<file path="src/rtl/reg_share_arbiter_pkg.sv">
// Shared types and helpers for the shared-register arbiter.
// Optional owner lock is enabled with REG_ARB_LOCK_EN.
package reg_arb_pkg;

    typedef enum logic {
        IDLE = 1'b0,
        HOLD = 1'b1
    } state_t;

    // Pointer width; never below one bit so NREQ=2 still has a real index.
    function automatic int clog2(input int n);
        int r;
        r = 1;
        for (int i = 1; i < 32; i++) begin
            if ((1 << i) < n) begin
                r = i + 1;
            end
        end
        return r;
    endfunction

endpackage

</file>
<file path="src/rtl/reg_share_arbiter_if.sv">
// Requester-side bus of the shared-register arbiter.
// The lock vector exists only when REG_ARB_LOCK_EN is defined.
interface reg_share_arbiter_if #(
    parameter int WIDTH = 4,
    parameter int NREQ  = 4
);
    import reg_arb_pkg::*;

    localparam int PW = clog2(NREQ);

    logic [NREQ-1:0]       req;
    logic [NREQ*WIDTH-1:0] din;
    logic [NREQ-1:0]       ack;
    logic [WIDTH-1:0]      dout;
    logic [PW-1:0]         owner;
    logic                  busy;
`ifdef REG_ARB_LOCK_EN
    logic [NREQ-1:0]       lock;

    modport master (
        output req, din, lock,
        input  ack, dout, owner, busy
    );

    modport slave (
        input  req, din, lock,
        output ack, dout, owner, busy
    );
`else
    modport master (
        output req, din,
        input  ack, dout, owner, busy
    );

    modport slave (
        input  req, din,
        output ack, dout, owner, busy
    );
`endif

endinterface

</file>
<file path="src/rtl/reg_share_arbiter_rr_pick.sv">
// Combinational round-robin picker: first set request
// at or above rr_ptr, wrapping modulo NREQ.
module reg_arb_rr_pick
    import reg_arb_pkg::*;
#(
    parameter int NREQ = 4,
    parameter int PW   = clog2(NREQ)
) (
    input  logic [NREQ-1:0] req,
    input  logic [PW-1:0]   rr_ptr,
    output logic            grant_valid,
    output logic [PW-1:0]   grant_idx
);

    // Walk offsets from far to near so the nearest hit is the last write.
    always_comb begin
        grant_valid = 1'b0;
        grant_idx   = '0;
        for (int k = NREQ - 1; k >= 0; k--) begin
            int idx;
            idx = int'(rr_ptr) + k;
            if (idx >= NREQ) begin
                idx = idx - NREQ;
            end
            if (req[idx]) begin
                grant_valid = 1'b1;
                grant_idx   = PW'(idx);
            end
        end
    end

endmodule

</file>
<file path="src/rtl/reg_share_arbiter.sv">
// Round-robin arbitrated shared register with post-write hold.
// Define REG_ARB_LOCK_EN to let a locked owner keep winning.
module reg_share_arbiter
    import reg_arb_pkg::*;
#(
    parameter int WIDTH       = 4,
    parameter int NREQ        = 4,
    parameter int HOLD_CYCLES = 2
) (
    input  logic               clk,
    input  logic               reset,
    reg_share_arbiter_if.slave bus
);

    localparam int PW = clog2(NREQ);
    localparam logic [3:0] HOLD_LOAD =
        (HOLD_CYCLES > 0) ? 4'(HOLD_CYCLES - 1) : 4'd0;

    state_t           state_q;
    logic [3:0]       hold_q;
    logic [WIDTH-1:0] dout_q;
    logic [PW-1:0]    owner_q;
    logic [PW-1:0]    ptr_q;
    logic [NREQ-1:0]  ack_q;
    logic             busy_q;

    logic             pick_valid;
    logic [PW-1:0]    pick_idx;
    logic             win_valid;
    logic [PW-1:0]    win_idx;
    logic             win_adv;
    logic [PW-1:0]    ptr_d;
    logic [WIDTH-1:0] wdata;

    reg_arb_rr_pick #(
        .NREQ (NREQ),
        .PW   (PW)
    ) u_pick (
        .req         (bus.req),
        .rr_ptr      (ptr_q),
        .grant_valid (pick_valid),
        .grant_idx   (pick_idx)
    );

    // Winner selection; a locked, requesting owner overrides round-robin.
    always_comb begin
        win_valid = pick_valid;
        win_idx   = pick_idx;
        win_adv   = 1'b1;
`ifdef REG_ARB_LOCK_EN
        if (bus.lock[owner_q] && bus.req[owner_q]) begin
            win_valid = 1'b1;
            win_idx   = owner_q;
            win_adv   = 1'b0;
        end
`endif
    end

    // Pointer advances past the winner, wrapping at NREQ.
    always_comb begin
        if (win_idx == PW'(NREQ - 1)) begin
            ptr_d = '0;
        end else begin
            ptr_d = win_idx + PW'(1);
        end
    end

    // Mux the winner's slice out of the packed data bus.
    always_comb begin
        wdata = '0;
        for (int i = 0; i < NREQ; i++) begin
            if (win_idx == PW'(i)) begin
                wdata = bus.din[i*WIDTH +: WIDTH];
            end
        end
    end

    // IDLE/HOLD FSM with all outputs registered.
    always_ff @(posedge clk) begin
        if (reset) begin
            state_q <= IDLE;
            hold_q  <= '0;
            dout_q  <= '0;
            owner_q <= '0;
            ptr_q   <= '0;
            ack_q   <= '0;
            busy_q  <= 1'b0;
        end else begin
            ack_q <= '0;
            unique case (state_q)
                IDLE: begin
                    if (win_valid) begin
                        dout_q  <= wdata;
                        owner_q <= win_idx;
                        ack_q   <= NREQ'(1) << win_idx;
                        if (win_adv) begin
                            ptr_q <= ptr_d;
                        end
                        if (HOLD_CYCLES > 0) begin
                            state_q <= HOLD;
                            busy_q  <= 1'b1;
                            hold_q  <= HOLD_LOAD;
                        end
                    end
                end
                HOLD: begin
                    if (hold_q == 4'd0) begin
                        state_q <= IDLE;
                        busy_q  <= 1'b0;
                    end else begin
                        hold_q <= hold_q - 4'd1;
                    end
                end
            endcase
        end
    end

    assign bus.ack   = ack_q;
    assign bus.dout  = dout_q;
    assign bus.owner = owner_q;
    assign bus.busy  = busy_q;

endmodule

</file>
<file path="src/flat_wrapper.sv">
// flat-port wrapper written by rule: the top's interface ports become plain ports
module reg_share_arbiter_flat import reg_arb_pkg::*;
#(
    parameter int WIDTH       = 4,
    parameter int NREQ        = 4,
    parameter int HOLD_CYCLES = 2
)
  (clk, reset, bus_req, bus_din, bus_ack, bus_dout, bus_owner, bus_busy);
  reg_share_arbiter_if #(.WIDTH(WIDTH), .NREQ(NREQ)) bus_i ();
  input  logic clk;
  input  logic reset;
  input wire logic [$bits(bus_i.req)-1:0] bus_req;
  input wire logic [$bits(bus_i.din)-1:0] bus_din;
  output wire logic [$bits(bus_i.ack)-1:0] bus_ack;
  output wire logic [$bits(bus_i.dout)-1:0] bus_dout;
  output wire logic [$bits(bus_i.owner)-1:0] bus_owner;
  output wire logic [$bits(bus_i.busy)-1:0] bus_busy;
  assign bus_i.req = bus_req;
  assign bus_i.din = bus_din;
  assign bus_ack = bus_i.ack;
  assign bus_dout = bus_i.dout;
  assign bus_owner = bus_i.owner;
  assign bus_busy = bus_i.busy;
  reg_share_arbiter #(.WIDTH(WIDTH), .NREQ(NREQ), .HOLD_CYCLES(HOLD_CYCLES)) u_core (.clk(clk), .reset(reset), .bus(bus_i));
endmodule
</file>
<file path="config.mk">
export PLATFORM = sky130hd
export DESIGN_NAME = reg_share_arbiter_flat
export DESIGN_NICKNAME = d
export VERILOG_FILES = /design/src/rtl/reg_share_arbiter_pkg.sv /design/src/rtl/reg_share_arbiter_if.sv /design/src/rtl/reg_share_arbiter_rr_pick.sv /design/src/rtl/reg_share_arbiter.sv /design/src/flat_wrapper.sv
export SDC_FILE = /design/constraint.sdc
export NUM_CORES = 1
export LEC_CHECK = 0
export CORE_MARGIN = 1.5
export CORE_UTILIZATION = 67
export CTS_CLUSTER_DIAMETER = 150
export DETAILED_ROUTE_END_ITERATION = 6
export DONT_BUFFER_PORTS = 1
export HOLD_SLACK_MARGIN = 0.02
export PLACE_DENSITY = 0.83
export SYNTH_ARGS = -nofsm -noshare
export SYNTH_HDL_FRONTEND = slang
export SYNTH_HIERARCHICAL = 1
export SYNTH_SLANG_ARGS = --single-unit
</file>
<file path="constraint.sdc">
create_clock -name clk -period 12.66 [get_ports clk]
set_input_delay 1.266 -clock clk [delete_from_list [all_inputs] [get_ports clk]]
set_output_delay 1.266 -clock clk [all_outputs]
set_load 0.01 [all_outputs]
</file>
== Yosys cells after proc, flatten, opt, wreduce, memory -nomap -nowiden ==
Index checks and enable logic that the tools add are counted.

* Flip-flop bits (word level): 78
* Bits of input ports: 22
* Output and inout bits: 41
* Word-level logic and storage cells: 77

* $add $sub $neg: 9
* Order comparisons: 8
* Equal/unequal tests: 6
* Shift-type cells: 1
* Multiplexer cells: 38
* Bitwise logic cells: 2
* Reductions and logical operators: 6

{| class="wikitable"
|+ Operator list
! operator !! count
|-
| 2-to-1 mux 32 bit || 9
|-
| >= comparator 32 x 4 -> 1 bit, second input constant || 4
|-
| < comparator 32 x 4 -> 1 bit, second input constant || 4
|-
| subtractor 32 x 4 -> 32 bit, second input constant || 4
|-
| adder 32 x 3 -> 32 bit, second input constant || 2
|-
| equality test 32 x 2 -> 1 bit, second input constant || 2
|-
| adder 32 x 1 -> 32 bit, second input constant || 1
|-
| adder 32 x 2 -> 32 bit, second input constant || 1
|-
| equality test 32 x 1 -> 1 bit, second input constant || 1
|-
| logical NOT 32 bit || 1
|-
| << shifter 1 x 32 -> 4 bit, first input constant || 1
|-
| 2-to-1 mux 4 bit || 6
|-
| 2-to-1 mux 1 bit || 16
|-
| binary-select mux 1 bit (select 2 bit) || 4
|-
| one-hot mux 4 bit (2 select lines) || 1
|-
| AND reduction 2 bit || 3
|-
| logical NOT 4 bit || 1
|-
| inequality test 2 bit, second input constant || 2
|-
| one-hot mux 1 bit (2 select lines) || 2
|-
| subtractor 4 x 1 -> 4 bit, second input constant || 1
|-
| OR reduction 3 bit || 1
|-
| inequality test 2 x 1 -> 1 bit, second input constant || 1
|-
| NOT 1 bit || 2
|}

== Logic depth before layout (Yosys ltp) ==
* Depth in word-level cells: 15
* Depth in mapped cells: 22
* Gate-level depth less buffers: 18

== Hierarchy ==
The synthesis kept the hierarchy.

{| class="wikitable"
|+ By module, submodules not included
! module !! instances !! cells an instance !! area an instance (µm²) !! seq. area each (µm²)
|-
| reg_arb_rr_pick || 1 || 960 || 6248.5 || 0.0
|-
| reg_share_arbiter || 1 || 421 || 3432.0 || 1561.5
|}

== Worst setup path after synthesis ==
OpenSTA, ideal clock, no wires.

* Path kind: register -> register
* From: register u_core.ptr_q[1]
* To: register u_core.ptr_q[17]
* Library setup time: 0.069 ns
* Arrival: 5.166 ns
* Required time: 12.591 ns
* Setup slack: 7.424 ns
* Stages on the path, launching flop included: 22
* Path buffers: 3
* Clock period less this slack: 5.236 ns
* Path through: dfxtp_1 > clkbuf_1 > inv_1 > ha_1 > nand4b_1 > clkbuf_1 > nor4_1 > xnor2_1 > or4bb_1 > nor4_1 > nand4_1 > clkbuf_1 > nand2_1 > xor2_1 > a221oi_1 > a221oi_1 > and3_4 > nand4_4 > nor4_4 > nand3_1 > xor2_1 > o21ai_1

* Longest elaborated chain between the ends: 12
* Elaborated cells on any way between the ends: 39

{| class="wikitable"
|+ Ends and longest elaborated chain
! what !! line !! text
|-
| start: declaration || reg_share_arbiter.sv:23 || <nowiki>logic [PW-1:0] ptr_q;</nowiki>
|-
| start signal: assignment || reg_share_arbiter.sv:97 || <nowiki>ptr_q <= ptr_d;</nowiki>
|-
| adder 32 x 3 -> 32 bit || reg_share_arbiter_rr_pick.sv:21 || <nowiki>idx = int'(rr_ptr) + k;</nowiki>
|-
| subtractor 32 x 4 -> 32 bit or >= comparator 32 x 4 -> 1 bit (tied branches) || reg_share_arbiter_rr_pick.sv:23, reg_share_arbiter_rr_pick.sv:22 ||
|-
| 2-to-1 mux 32 bit || reg_share_arbiter_rr_pick.sv:22 || <nowiki>if (idx >= NREQ) begin</nowiki>
|-
| binary-select mux 1 bit (select 2 bit) || reg_share_arbiter_rr_pick.sv:25 || <nowiki>if (req[idx]) begin</nowiki>
|-
| 2-to-1 mux 1 bit (not written as such) (2 in series) || reg_share_arbiter_rr_pick.sv:25 ||
|-
| 2-to-1 mux 32 bit (3 in series) || reg_share_arbiter_rr_pick.sv:25 ||
|-
| 2-to-1 mux 32 bit (*) || reg_share_arbiter_rr_pick.sv:25 ||
|-
| named net u_core.pick_idx[10] || reg_share_arbiter.sv:28 || <nowiki>logic [PW-1:0] pick_idx;</nowiki>
|-
| adder 32 x 1 -> 32 bit or equality test 32 x 2 -> 1 bit (tied branches) || reg_share_arbiter.sv:64, reg_share_arbiter.sv:61 ||
|-
| 2-to-1 mux 32 bit (*) || reg_share_arbiter.sv:61 || <nowiki>if (win_idx == PW'(NREQ - 1)) begin</nowiki>
|}

Mark *: on every way through the listed nets, which the timed path passes. The rest lies on a longest branch. The select of a mux whose other input is x is not followed.
A chain may end at the register's enable or synchronous reset.

== Worst setup path in the final report ==
* From: register u_core.ptr_q[0]
* To: register u_core.ptr_q[30]

Same word-level chain as after synthesis.

==> results.cfg <==
[clock_tree]
post_cts_buffers = 0
clk_pin_slew_ps = 60
cts_tree = yes
hold_buffers = 0
cts_resized = 0
clock-root-buffer = clkbuf_16
clk_path_buf_depth = 2
clock-sinks = 78
cts_made_buffers = 9
h-tree-depth = 3
insertion_delay_ps = 340

[yosys]
syn_area_mm2 = 0.00968
synthDominantCellAreaShare_pct = 16.1
synth-async-reset-ratio_pct = 0
synthMuxAreaShare_pct = 1.59
syn_area_per_cell_um2 = 7.01
synth_top_family_by_area = simple AND/OR/NAND/NOR gates
synth-edff-count = 0
synth_largest_area_cell = dfxtp_1
synth-seq-cells = 78
netlist-cell-type-count = 87
ys_warn_count = 6
syn-instance-count = 1381
synthTopCellsByArea = dfxtp_1 (16%), xnor2_1 (9.8%), xor2_1 (7.1%)
syn-num-nets = 1424
synthSimpleGateAreaFrac_pct = 39.3
yosys_most_used_dff = dfxtp_1
synth-xor-area-share_pct = 16.8
synthAdderAreaFrac_pct = 2.71
synth_compound_area_share_pct = 17.8
ys_seq_area_share_pct = 16.1

[grt]
grt_pass1_wl_um = 55300
grt_usage_pct = 47.3
first_global_vias = 10115
grt_max_degree = 49
gr-total-overflow = 0
grt_antenna_before_repair = 0

[drt]
ant_nets = 0
routed_wl_um = 35900
avgRoutedWirePerCell_um = 24.2
dr.pass1.iters = 6
drc_errors = 0
avgViaCountPerCell = 7.53
drtIter0Drc = 1991
num_vias = 11160

[die]
rows = 43
dieWidth_um = 123
design.core.area_mm2 = 0.0140
pin_count = 63
initial_core_util_pct = 69.2
die-area_mm2 = 0.0152
die_h_um = 123

[finish]
drive_gt1_share_pct = 5.83
fin_util_pct = 70.5
diodes = 0
nets = 1341
area_growth_pct = 1.82
fin_area_mm2 = 0.00986

[placement]
port_buffers = 0
dp_hpwl_um = 26200
dpl-instance-area_mm2 = 0.00956
gp_congestion = 1.13

[power]
power.internal_w = 0.00131
sequentialPowerShare_pct = 17.8
irDropWorstVdd_mv = 0.287
p_leak_nw = 3.22
switching_share_pct = 59.6
power_switching_w = 0.00194
comb_power_share_pct = 74.3
power_density_mw_per_mm2 = 329
pwr-share-clk_pct = 7.9

[timing]
tns_ps = 0
rsz0062_at_grt = false
fmax_mhz = 123
skew_ps = 5.74
setup_viol = 0
relSlewSlack_pct = 14.3
timing.hold.ws_ps = 491
fin_crit_ps = 8130
worst_slew_pin_slew_ps = 1280
fin_crit_sh_pct = 64.2
maxSlewViolCount = 0
hold_viol_final = 0

[run_status]
status = complete, no violations

[worst_setup_path]
crit_arrival_ps = 8300
reg2reg_from = u_core/ptr_q[0]$_SDFFE_PP0P_
r2r-end = u_core/ptr_q[30]$_SDFFE_PP0P_
critPathKind = reg -> reg
reg2regPathDepth = 16
critPathLaunchType = flop
reg2reg_slack_ps = 4530
worstPathRequired_ps = 12840
cp_max_fo = 25
cp-end-kind = flop

[hold_path]
hold_end = u_core/bus.owner[26]$_SDFFE_PP0P_
min-delay-start = u_core/bus.owner[26]$_SDFFE_PP0P_
whs_path_depth = 2
worst_hold_path_type = reg -> reg

[job]
cap_viol_max_count = 0
final cells by class:
class	count	area, µm²
clock buffer	9	225
clock inverter	7	72.6
fill	1222	4130
inverter	24	90.1
multi-input combinational	1172	7580
sequential	78	1560
tap	180	225
timing repair buffer	13	97.6
metrics by stage:
stage,setup WS [ps],std cells,total power (W)
after floorplan,7420,1381,0.00225
after global placement,5200,1467,0.00279
after detailed placement,5050,1467,0.00282
after CTS,4910,1483,0.00311
after global routing,4150,1483,0.00341
final,4530,1483,0.00325
cell families (layout without fill, tap and decap cells):
logic type | count (synthesis) | count (layout)
AOI/OAI and AO/OA | 260 | 260
buffers and inverters | 131 | 53
DFF | 78 | 78
and+or+nand+nor | 693 | 693
xor gates and xnor gates | 186 | 186
muxes | 12 | 12
adders and majority gates | 21 | 21
critical path, stage by stage, from the launching register on:
cell	delay (ps)
dfxtp_1	930
inv_1	300
ha_1	340
nand4b_1	570
nor3_1	750
xnor2_1	280
nand4_1	260
nor4_1	560
nand4_1	670
and2_1	430
o21ai_0	510
a31oi_1	390
or4_1	620
nor2_1	130
and4_1	230
or3_1	760
o21ai_0	220
synth_stat cells (all sizes together), types with 4 or more instances:
cell type    n
a211oi      13
a21o         5
a21oi       62
a221o        5
a221oi      22
a22o         5
a22oi       10
a31oi       12
a32oi        8
a41oi        4
and2        22
and3        29
and4        20
buf         44
clkbuf      63
dfxtp       78
ha          21
inv         24
mux2         4
mux2i        6
nand2      172
nand2b       7
nand3       64
nand3b       5
nand4       71
nand4b       4
nor2        94
nor2b       11
nor3        58
nor3b        7
nor4        56
nor4b        4
o21a         7
o21ai       68
o22ai        9
o31a         4
o31ai        4
or2         13
or3         27
or4         18
or4b         4
xnor2      108
xor2        78
state kept, by name, summed over array words and instances, names as in the netlist:
name              flops
u_core/bus.owner     32
u_core/ptr_q         32
u_core/bus.ack        4
u_core/bus.dout       4
u_core/hold_q         4
u_core/bus.busy       1
u_core/state_q        1
per-layer routing:
layer	wire length (µm)	up-vias	track usage, %
met3	4850	207	14.1
li1	-	4923	-
met1	13500	5174	60.0
met2	14900	856	70.2
met4	2570	0	28.6
met5	0	-	0
power by group through the flow:
stage	sequential, W	clock [W]	combinational, W
6_report	0.000579	0.000255	0.00241
3_3_place_gp	0.000569	0	0.00222
3_5_place_dp	0.000574	0	0.00225
5_1_grt	0.000593	0.000267	0.00255
2_1_floorplan	0.000413	0	0.00183
4_1_cts	0.000570	0.000257	0.00228
cell usage in the layout, fill, tap and decap left out, types with 48 or more instances in the layout:
master / n
a21oi_1: 62
nor2_1: 91
nand2_1: 172
nand4_1: 67
xnor2_1: 108
xor2_1: 78
nor3_1: 56
dfxtp_1: 78
nand3_1: 64
nor4_1: 48
worst max path at each step:
stage | cells past startpoint | from | endpoint
2_1_floorplan | 21 | u_core/ptr_q[1]$_SDFFE_PP0P_ | u_core/ptr_q[17]$_SDFFE_PP0P_
3_3_place_gp | 17 | u_core/ptr_q[0]$_SDFFE_PP0P_ | u_core/ptr_q[27]$_SDFFE_PP0P_
3_5_place_dp | 17 | u_core/ptr_q[0]$_SDFFE_PP0P_ | u_core/ptr_q[30]$_SDFFE_PP0P_
4_1_cts | 17 | u_core/ptr_q[0]$_SDFFE_PP0P_ | u_core/ptr_q[30]$_SDFFE_PP0P_
5_1_grt | 16 | u_core/ptr_q[0]$_SDFFE_PP0P_ | u_core/ptr_q[27]$_SDFFE_PP0P_
6_report | 16 | u_core/ptr_q[0]$_SDFFE_PP0P_ | u_core/ptr_q[30]$_SDFFE_PP0P_
Power figures use the tool's default switching activity.
